`config.mk`:
```
export PLATFORM = sky130hd
export DESIGN_NAME = mem_word_ctrl
export DESIGN_NICKNAME = d
export VERILOG_FILES = /design/src/rtl/mem_word_ctrl.sv
export SDC_FILE = /design/constraint.sdc
export NUM_CORES = 1
export LEC_CHECK = 0
export CORE_MARGIN = 1
export CORE_UTILIZATION = 50
export CTS_BUF_LIST = sky130_fd_sc_hd__clkbuf_16
export DETAILED_ROUTE_END_ITERATION = 8
export GPL_ROUTABILITY_DRIVEN = 0
export MAX_ROUTING_LAYER = met4
export PLACE_DENSITY = 0.8
export SETUP_SLACK_MARGIN = 0.2
export SYNTH_ARGS = -nofsm -noshare
export SYNTH_HDL_FRONTEND = slang
export SYNTH_SLANG_ARGS = --single-unit
```
`constraint.sdc`:
```
create_clock -name clk -period 3.9 [get_ports clk]
set_clock_uncertainty 0.2 [all_clocks]
set_input_delay 0.39 -clock clk [delete_from_list [all_inputs] [get_ports clk]]
set_output_delay 0.39 -clock clk [all_outputs]
set_load 0.1 [all_outputs]
```
`src/rtl/mem_word_ctrl.sv`:
```
// mem_word_ctrl: serialises byte/half/word host requests into
// little-endian single-byte beats on a 1-cycle-latency byte memory.
// Ports: clk, rst (async, active-high);
//   host req_*  : valid/ready request (write, size, addr, wdata)
//   host rsp_*  : valid/ready response (rdata, err)
//   memory mem_*: we, addr, wdata out; rdata in (1 cycle after addr)
// Option: MEM_CTRL_ALIGN_CHECK_EN rejects misaligned/reserved-size
//   requests with rsp_err; when undefined rsp_err stays 0.
module mem_word_ctrl #(
  parameter int ADDR_W     = 8,
  parameter int WORD_BYTES = 4
) (
  input  logic                    clk,
  input  logic                    rst,
  input  logic                    req_valid,
  output logic                    req_ready,
  input  logic                    req_write,
  input  logic [1:0]              req_size,
  input  logic [ADDR_W-1:0]       req_addr,
  input  logic [8*WORD_BYTES-1:0] req_wdata,
  output logic                    rsp_valid,
  input  logic                    rsp_ready,
  output logic [8*WORD_BYTES-1:0] rsp_rdata,
  output logic                    rsp_err,
  output logic                    mem_we,
  output logic [ADDR_W-1:0]       mem_addr,
  output logic [7:0]              mem_wdata,
  input  logic [7:0]              mem_rdata
);

  localparam int DW    = 8 * WORD_BYTES;
  localparam int CNT_W = $clog2(WORD_BYTES + 1);
  localparam int IDX_W = (WORD_BYTES > 1) ? $clog2(WORD_BYTES) : 1;

  localparam logic [2:0] S_IDLE  = 3'd0;
  localparam logic [2:0] S_WR    = 3'd1;
  localparam logic [2:0] S_RD    = 3'd2;
  localparam logic [2:0] S_RLAST = 3'd3;
  localparam logic [2:0] S_RESP  = 3'd4;

  logic [2:0]        state;
  logic [ADDR_W-1:0] base;
  logic [CNT_W-1:0]  n_bytes;
  // cnt = number of beats already issued
  logic [CNT_W-1:0]  cnt;
  logic [DW-1:0]     wbuf;

  logic [ADDR_W-1:0] beat_addr;
  logic [IDX_W-1:0]  wr_idx;
  logic [IDX_W-1:0]  cap_idx;
  logic [IDX_W-1:0]  last_idx;
  logic [CNT_W-1:0]  req_n;
  logic              reject;

  function automatic logic [CNT_W-1:0] size_bytes(
    input logic [1:0] s
  );
    logic [CNT_W-1:0] r;
    case (s)
      2'b00:   r = CNT_W'(1);
      2'b01:   r = CNT_W'(2);
      default: r = CNT_W'(WORD_BYTES);
    endcase
    return r;
  endfunction

  assign req_ready = (state == S_IDLE);
  assign req_n     = size_bytes(req_size);
  assign beat_addr = base + ADDR_W'(cnt);
  assign wr_idx    = cnt[IDX_W-1:0];
  // read data for beat k arrives while beat k+1 is being issued
  assign cap_idx   = IDX_W'(cnt - CNT_W'(2));
  assign last_idx  = IDX_W'(cnt - CNT_W'(1));

`ifdef MEM_CTRL_ALIGN_CHECK_EN
  assign reject = (req_size == 2'b11)
               || (req_size == 2'b01 && req_addr[0])
               || (req_size == 2'b10 && (req_addr[1:0] != 2'b00));
`else
  assign reject = 1'b0;
`endif

  always_ff @(posedge clk or posedge rst) begin
    if (rst) begin
      state     <= S_IDLE;
      base      <= '0;
      n_bytes   <= '0;
      cnt       <= '0;
      wbuf      <= '0;
      rsp_valid <= 1'b0;
      rsp_rdata <= '0;
      rsp_err   <= 1'b0;
      mem_we    <= 1'b0;
      mem_addr  <= '0;
      mem_wdata <= '0;
    end else begin
      case (state)
        S_IDLE: begin
          if (req_valid) begin
            base      <= req_addr;
            n_bytes   <= req_n;
            wbuf      <= req_wdata;
            rsp_rdata <= '0;
            if (reject) begin
              rsp_valid <= 1'b1;
              rsp_err   <= 1'b1;
              state     <= S_RESP;
            end else begin
              // first beat goes out in the cycle after accept
              mem_we   <= req_write;
              mem_addr <= req_addr;
              if (req_write) mem_wdata <= req_wdata[7:0];
              cnt      <= CNT_W'(1);
              state    <= req_write ? S_WR : S_RD;
            end
          end
        end
        S_WR: begin
          if (cnt == n_bytes) begin
            mem_we    <= 1'b0;
            rsp_valid <= 1'b1;
            state     <= S_RESP;
          end else begin
            mem_addr  <= beat_addr;
            mem_wdata <= wbuf[{wr_idx, 3'b000} +: 8];
            cnt       <= cnt + CNT_W'(1);
          end
        end
        S_RD: begin
          if (cnt >= CNT_W'(2))
            rsp_rdata[{cap_idx, 3'b000} +: 8] <= mem_rdata;
          if (cnt == n_bytes) begin
            state <= S_RLAST;
          end else begin
            mem_addr <= beat_addr;
            cnt      <= cnt + CNT_W'(1);
          end
        end
        S_RLAST: begin
          rsp_rdata[{last_idx, 3'b000} +: 8] <= mem_rdata;
          rsp_valid <= 1'b1;
          state     <= S_RESP;
        end
        S_RESP: begin
          if (rsp_ready) begin
            rsp_valid <= 1'b0;
            rsp_err   <= 1'b0;
            state     <= S_IDLE;
          end
        end
        default: state <= S_IDLE;
      endcase
    end
  end

endmodule

```
# Word level (Yosys, flattened, before mapping)
# Cells that the tools add are included.
# totals
regBits	99
input_bits	55
out_inout_bits	52
wordCells	78
# classes
addsub	6
order_cmp	1
n_eq_ne	14
n_shift	5
muxes	28
reduce_logical	14
# op_table
op	count
32-bit case mux with 3 select lines	1
32-bit bitwise mux	2
32-bit two-way mux	2
8-bit by 7-bit variable shift with 32-bit output (first input constant)	2
8-bit by 7-bit indexed part select with 32-bit output	2
8-bit two-way mux	5
8-bit case mux with 2 select lines	2
32-bit by 6-bit indexed part select with 8-bit output	1
3-bit two-way mux	6
3-bit case mux with 5 select lines	1
2-bit inequality test (second input constant)	7
5-bit negation with 7-bit output	2
3-bit case mux with 2 select lines	2
3-bit AND reduction	4
8-bit by 3-bit adder with 8-bit output	1
4-bit AND reduction	2
3-bit by 2-bit == test with 1-bit output (second input constant)	2
3-bit nonzero test	2
1-bit two-way mux	4
2-bit nonzero test	2
3-bit by 1-bit adder with 3-bit output (second input constant)	1
3-bit by 1-bit == test with 1-bit output (second input constant)	1
3-bit == test	1
3-bit == test (second input constant)	1
12 further kinds	12

# Logic depth before layout (Yosys ltp)
# Gate-level depths: netlist of the first run.
# logic_depth
ltp_word	6
depth_mapped	8

# Worst setup path before layout of the first run
# OpenSTA, ideal clock, no wires.
# synth_timing
path_type	reg2reg
from	reg state[2]
to	reg wbuf[10]
setup_time_ps	117
arrival_ps	3558
t_required_ps	3583
setup_slack_ps	26
stages_incl_launch_ff	7
n_path_buf	2
synth_period_minus_slack_ps	3874
cell_sequence	dfrtp_1 > buf_2 > nor3_1 > nand2_1 > clkbuf_1 > nand2_1 > nand2_1
# synth_between
elab_chain_len	2
# synth_rtl
item	line_no	text
from (decl)	41	logic [2:0] state;
from (signal assigned)	114	state <= req_write ? S_WR : S_RD;
3-bit logical NOT	-	
named net req_ready	16	output logic req_ready,
2-bit AND reduction (no source line)	-	
to (signal assigned)	102	wbuf <= req_wdata;
to (decl)	46	logic [DW-1:0] wbuf;
# The timed path passes the listed nets, and every way through them passes these cells.
# A chain may end at the register's enable or synchronous reset.

# Worst setup path in the final report of the first run
# layout_timing
from	reg state[2]
to	out req_ready
# layout_between
elab_chain_len	1
# layout_rtl
item	line_no	text
3-bit logical NOT	67	assign req_ready = (state == S_IDLE);
to (decl)	16	
# Every way passes these cells.

==> flow_metrics.py, run 1 <==
metrics = {
    "pwr": {
        "combinationalPowerShare": 0.531,
        "irDropWorstVdd_mv": 0.593,
        "pwr-share-clk": 0.166,
        "leakage_uw": 0.00279,
        "switching_share": 0.494,
        "switching_power_uw": 2860,
        "power_density_nw_per_um2": 950,
        "internal_power_uw": 2930,
        "share_seq_of_total_power": 0.303,
    },
    "die": {
        "floorplan.initialDensity": 0.524,
        "num_rows": 34,
        "fp.dieH_um": 98.3,
        "core_area_um2": 8850,
        "chipWidth_um": 98.3,
        "design.portCount": 107,
        "total_die_area_um2": 9670,
    },
    "yosys": {
        "synth_flop_cell": "dfrtp_1",
        "async_reset_ff_frac": 1.00,
        "syn_area_per_cell_um2": 10.5,
        "synth_edf_count": 0,
        "post_synthesis_cells": 440,
        "sequential_area_share_after_synthesis": 0.534,
        "synthesis.nets": 506,
        "ys_warn_count": 0,
        "postSynthRegisterBits": 99,
        "synth_cell_types": 48,
        "synthesis.area_um2": 4640,
    },
    "sta": {
        "setup_viol": 0,
        "max_clock_freq_mhz": 332,
        "grt_setup_unrepaired": "false",
        "final_worst_setup_slack_ps": 884,
        "hold_viol_final": 0,
        "period_needed_ps": 3020,
        "report.final.slew_viol_count": 0,
        "finalCritPeriodShare": 0.773,
        "timing.setup.tns_ps": 0,
        "timing.slew.headroom": 0.336,
        "tightest_slew_ps": 992,
    },
    "clock_tree": {
        "postCtsResizedCells": 0,
        "cts_num_sinks": 99,
        "clk_path_buf_depth": 2,
        "clk_root_buffer_cell": "clkbuf_16",
        "cts.repair_timing.setup_buffer_count": 0,
        "cts_tree": "yes",
        "clock_tree.htree_level_count": 3,
        "cts_made_buffers": 9,
        "cts_hold_buf": 0,
        "clkSlewWorstSetupHoldPaths_ps": 70,
        "clk_latency_ps": 340,
    },
    "grt": {
        "grt_start_max_net_pins": 55,
        "grt_pass1_wl_um": 18400,
        "gr_util_all_layers": 0.253,
        "grt-ovfl-total": 0,
        "grt_antenna_before_repair": 0,
        "grt_pass1_vias": 3687,
    },
    "placement": {
        "portBuffers": 105,
        "place_ws_ps": 978,
        "dp_hpwl_um": 7590,
    },
    "final_layout": {
        "final_nets": 607,
        "antenna_cells_inserted": 0,
        "area_growth_pct": 31.3,
        "layout.filler_cells": 690,
        "final_layout_size_suffix_gt1_frac": 0.0788,
    },
    "status": {
        "violated_checks": "DRC",
        "outcome": "finished with violations",
    },
    "job": {
        "max_cap_violations": 0,
    },
    "setup_path": {
        "worst_setup_path_end_kind": "output port",
        "timing.critical_path.from_type": "register",
        "crit_type": "register to output port",
        "crit_arrival_ps": 2430,
        "ff2ff_path_depth": 6,
        "critPathMaxFanout": 18,
        "critPathRequiredTime_ps": 3310,
    },
    "detailed_routing": {
        "drt_first_iter_violations": 157,
        "detailedRoute.firstPassIterationCount": 7,
        "drcViolationCount": 7,
        "routed_len_inst_um": 16.9,
        "drt_wl_total_um": 11100,
        "num_vias": 3702,
        "vias_per_cell": 5.66,
        "antenna_left": 0,
    },
    "min_path": {
        "hold_depth": 2,
        "holdCritPathClass": "register to register",
    },
}
## worst max-delay path, stage by stage, from the launching register on
cell and delay, ps:
dfrtp_1 590, nor3_2 310, clkdlybuf4s50_1 1170
## synthesized netlist by cell type (2+ instances only)
master | number | share of area
nand2_1 | 140 | 0.11
dfrtp_1 | 99 | 0.53
a22o_1 | 33 | 0.062
nor2_1 | 17 | 0.014
a21oi_1 | 14 | 0.015
mux2i_1 | 14 | 0.030
buf_2 | 10 | 0.011
ha_1 | 10 | 0.027
o21ai_0 | 10 | 0.011
inv_1 | 8 | 0.0065
mux4_2 | 8 | 0.039
xor2_1 | 7 | 0.013
nor3_1 | 6 | 0.0065
clkbuf_1 | 5 | 0.0040
a211oi_1 | 4 | 0.0065
nand3b_1 | 4 | 0.0065
nor2_4 | 4 | 0.0097
o221ai_2 | 4 | 0.013
o32a_1 | 4 | 0.0086
a21o_1 | 3 | 0.0049
nand4_1 | 3 | 0.0040
o21ai_1 | 3 | 0.0032
xnor2_1 | 3 | 0.0057
buf_4 | 2 | 0.0032
or3_1 | 2 | 0.0027
## path summary, 6_finish.rpt
| path | to | slack [ps] | from |
|---|---|---|---|
| min in group asynchronous | rsp_rdata[7] | 300 | rst |
| setup reg to reg | rsp_rdata[19] | 990 | cnt[0] |
| max in group asynchronous | rsp_rdata[19] | 2420 | rst |
| setup / recovery | req_ready | 880 | state[2] |
| hold / removal | wbuf[16] | 280 | wbuf[16] |
| hold reg to reg | wbuf[16] | 280 | wbuf[16] |
## area by class of cell
class / count / area, um^2 / share of cell area
clock buffer: 9 / 225 / 0.0370
inverter: 8 / 32.5 / 0.00534
timing repair buffer: 109 / 1080 / 0.178
tap: 108 / 135 / 0.0222
multi-input combinational: 314 / 2040 / 0.335
sequential: 99 / 2480 / 0.407
clock inverter: 7 / 100 / 0.0164
## cells in the final DEF, fill, tap and decap left out, drive strengths merged, types with 4 or more instances in the layout
master,n
nand2,140
clkdlybuf4s50,105
dfrtp,99
a22o,34
nor2,22
a21oi,15
mux2i,14
o21ai,13
inv,11
ha,10
clkbuf,9
mux4,8
xor2,7
nor3,6
a211oi,5
nand3b,4
o221ai,4
o32a,4
buf,4
## state kept, by name (all words and copies together), names as in the netlist
signal	flops
rsp_valid	1
n_bytes	3
cnt	3
mem_wdata	8
mem_we	1
base	8
mem_addr	8
rsp_rdata	32
state	3
wbuf	32
## power by group through the flow
stage | sequential [uW] | combinational, uW | clock, uW
floorplan | 2620 | 1500 | 0
global placement | 1750 | 3000 | 0
detailed placement | 1760 | 3070 | 0
CTS | 1750 | 3080 | 969
global route | 1810 | 3280 | 1020
finish | 1750 | 3070 | 959
## logic make-up (layout without fill, tap and decap cells)
logic type	after synthesis	count (layout)	share of synthesized area
other	1	1	0.000809
XOR/XNOR	10	10	0.0189
multiplexers	22	22	0.0691
flip-flops	99	99	0.534
buffers and inverters	27	133	0.0278
adder cells (fa/ha/maj)	11	11	0.0313
AO/OA/AOI/OAI	87	87	0.151
AND/OR/NAND/NOR	183	183	0.167
## through the flow
stage                     hold slack, ps  std cells   util  area (um^2)  total power [uW]
after floorplan                      240        440      -         4640              4120
after detailed placement             261        638  0.651         5760              4830
final                                278        654  0.688         6090              5780
after CTS                            279        654  0.688         6090              5800
after global routing                 299        654  0.688         6090              6110
after global placement               253        638  0.651         5760              4750
## metal layers
layer | vias to the layer above | share of wire | global-route usage | routed length (um)
li1 | 1729 | - | - | -
met1 | 1828 | 0.44 | 0.336 | 4870
met2 | 129 | 0.49 | 0.399 | 5420
met3 | 16 | 0.052 | 0.0358 | 577
met4 | 0 | 0.017 | 0.0941 | 184
met5 | - | 0 | - | 0
(Power assumes the default switching activity.)
==> run 2: changes to the inputs <==
clock period = 3.15 ns   (was 3.9 ns; I/O delays follow)
==> run 2 against run 1 <==
Net effect: the run still ends with DRC left; design area is 2.3% lower; register-to-register slack got worse by 270 ps; flip-flop and latch count did not move; global-route usage is 0.25 points lower; count of clock-buffer cells in the layout unchanged; clock power increased by 9%; routed wire length fell by 0.94%; via count rose by 0.32%; sequential share of layout area grew 0.94 points; critical endpoint is now cnt[2]; largest cell class unchanged.
==> flow_metrics.py, run 2 (synthesis results as in run 1) <==
metrics = {
    "final_layout": {
        "antenna_cells_inserted": 0,
        "final_layout_size_suffix_gt1_frac": 0.177,
        "largest_registers": "rsp_rdata (32), wbuf (32)",
        "post-route-util": 0.673,
        "layout.filler_cells": 694,
        "commonest_non_fill_non_tap_cells_in_the_layout": "140 x nand2_1, 99 x dfrtp_1, 56 x buf_4",
        "area_growth_pct": 28.3,
        "area_of_the_multi_input_gates_um2": 2040,
        "sequential_cell_area_um2": 2480,
        "final_nets": 609,
        "final_common_cell": "nand2_1",
    },
    "detailed_routing": {
        "num_vias": 3714,
        "vias_per_cell": 5.66,
        "drt_first_iter_violations": 171,
        "routed_len_inst_um": 16.7,
        "drt_wl_total_um": 11000,
        "detailedRoute.firstPassIterationCount": 9,
        "drcViolationCount": 9,
        "antenna_left": 0,
    },
    "die": {
        "floorplan.initialDensity": 0.524,
        "core_area_um2": 8850,
        "num_rows": 34,
        "design.portCount": 107,
        "chipWidth_um": 98.3,
        "total_die_area_um2": 9670,
        "fp.dieH_um": 98.3,
    },
    "pwr": {
        "switching_share": 0.511,
        "switching_power_uw": 3570,
        "irDropWorstVdd_mv": 0.806,
        "combinationalPowerShare": 0.546,
        "leakage_uw": 0.00286,
        "internal_power_uw": 3420,
        "share_seq_of_total_power": 0.304,
        "pwr-share-clk": 0.150,
        "power_density_nw_per_um2": 1180,
    },
    "placement": {
        "portBuffers": 105,
        "dp_hpwl_um": 7560,
    },
    "grt": {
        "grt_pass1_wl_um": 18400,
        "gr_util_all_layers": 0.251,
        "grt_pass1_vias": 3751,
        "grt_antenna_before_repair": 0,
        "grt_start_max_net_pins": 100,
        "grt-ovfl-total": 0,
    },
    "clock_tree": {
        "cts_hold_buf": 0,
        "clk_latency_ps": 340,
        "clock_tree.htree_level_count": 3,
        "cts.repair_timing.setup_buffer_count": 0,
        "cts_tree": "yes",
        "clk_root_buffer_cell": "clkbuf_16",
        "postCtsResizedCells": 0,
        "clk_path_buf_depth": 2,
        "cts_num_sinks": 99,
        "clkSlewWorstSetupHoldPaths_ps": 70,
        "cts_made_buffers": 9,
    },
    "sta": {
        "fin_hold_ws_ps": 260,
        "tightest_slew_ps": 711,
        "finalCritPeriodShare": 0.771,
        "period_needed_ps": 2430,
        "grt_setup_unrepaired": "false",
        "max_clock_freq_mhz": 412,
        "timing.setup.tns_ps": 0,
        "setup_viol": 0,
        "report.final.slew_viol_count": 0,
        "timing.slew.headroom": 0.525,
        "hold_viol_final": 0,
    },
    "setup_path": {
        "timing.rr.end": "cnt[2]",
        "crit_arrival_ps": 2490,
        "ff2ff_path_depth": 5,
        "timing.critical_path.from_type": "register",
        "timing.reg2reg.setup_slack_ps": 720,
        "critPathRequiredTime_ps": 3210,
        "critPathMaxFanout": 21,
        "startpoint_of_the_most_critical_register_to_register_path": "state[1]",
        "worst_setup_path_end_kind": "register",
        "crit_type": "register to register",
    },
    "job": {
        "max_cap_violations": 0,
    },
    "status": {
        "violated_checks": "DRC",
        "outcome": "finished with violations",
    },
    "min_path": {
        "holdCritPathClass": "input pin to async pin",
    },
}
[run 2: cell count changes in the layout (fill, tap and decap cells not counted), sizes merged]
cell / delta
bufinv: -2
clkinvlp: +2
buf: +53
clkdlybuf4s50: -51
clkinv: +2
inv: -2
[run 2: cell type report]
class	instances	area share
Tap cell	108	0.0227
Timing Repair Buffer	111	0.165
Inverter	8	0.00568
Multi-Input combinational cell	314	0.342
Clock inverter	7	0.0103
Sequential cell	99	0.416
Clock buffer	9	0.0378
[run 2: how the worst max path moves through the flow]
stage                     startpoint             to  slack (ps)  depth (start not counted)
after global placement        cnt[0]  rsp_rdata[20]         770                          6
after floorplan             state[2]   mem_wdata[0]         270                          7
after global routing        state[1]       state[1]         520                          5
after CTS                     cnt[0]    mem_addr[6]         720                          8
final                       state[1]         cnt[2]         720                          5
after detailed placement   req_valid         cnt[2]         690                          5
[run 2: through the flow]
step                worst slack, ps  total power [uW]  cells  cell area, um^2
floorplan                       272              5100    440             4650
global placement                770              5840    640             5660
detailed placement              694              5950    640             5660
CTS                             721              7030    656             5950
global route                    525              7410    656             5950
finish                          722              7000    656             5950
[run 2: layer usage]
metal / wire length [um] / track usage / vias to the layer above
met3: 736 / 0.0458 / 14
met1: 4750 / 0.331 / 1822
met2: 5320 / 0.392 / 136
met5: 0 / - / -
li1: - / - / 1742
met4: 143 / 0.0861 / 0
[run 2: worst max-delay path: stages (launching register included)]
cell	delay (ps)
dfrtp_1	550
nor2_1	330
a21oi_1	120
a221o_1	580
or3_1	410
a21oi_1	160
[run 2: power by group through the flow]
stage / logic, uW / clock network (uW) / registers [uW]
after global placement: 3710 / 0 / 2130
after floorplan: 1860 / 0 / 3240
after global routing: 4090 / 1120 / 2200
final: 3820 / 1050 / 2130
after CTS: 3840 / 1060 / 2130
after detailed placement: 3810 / 0 / 2140
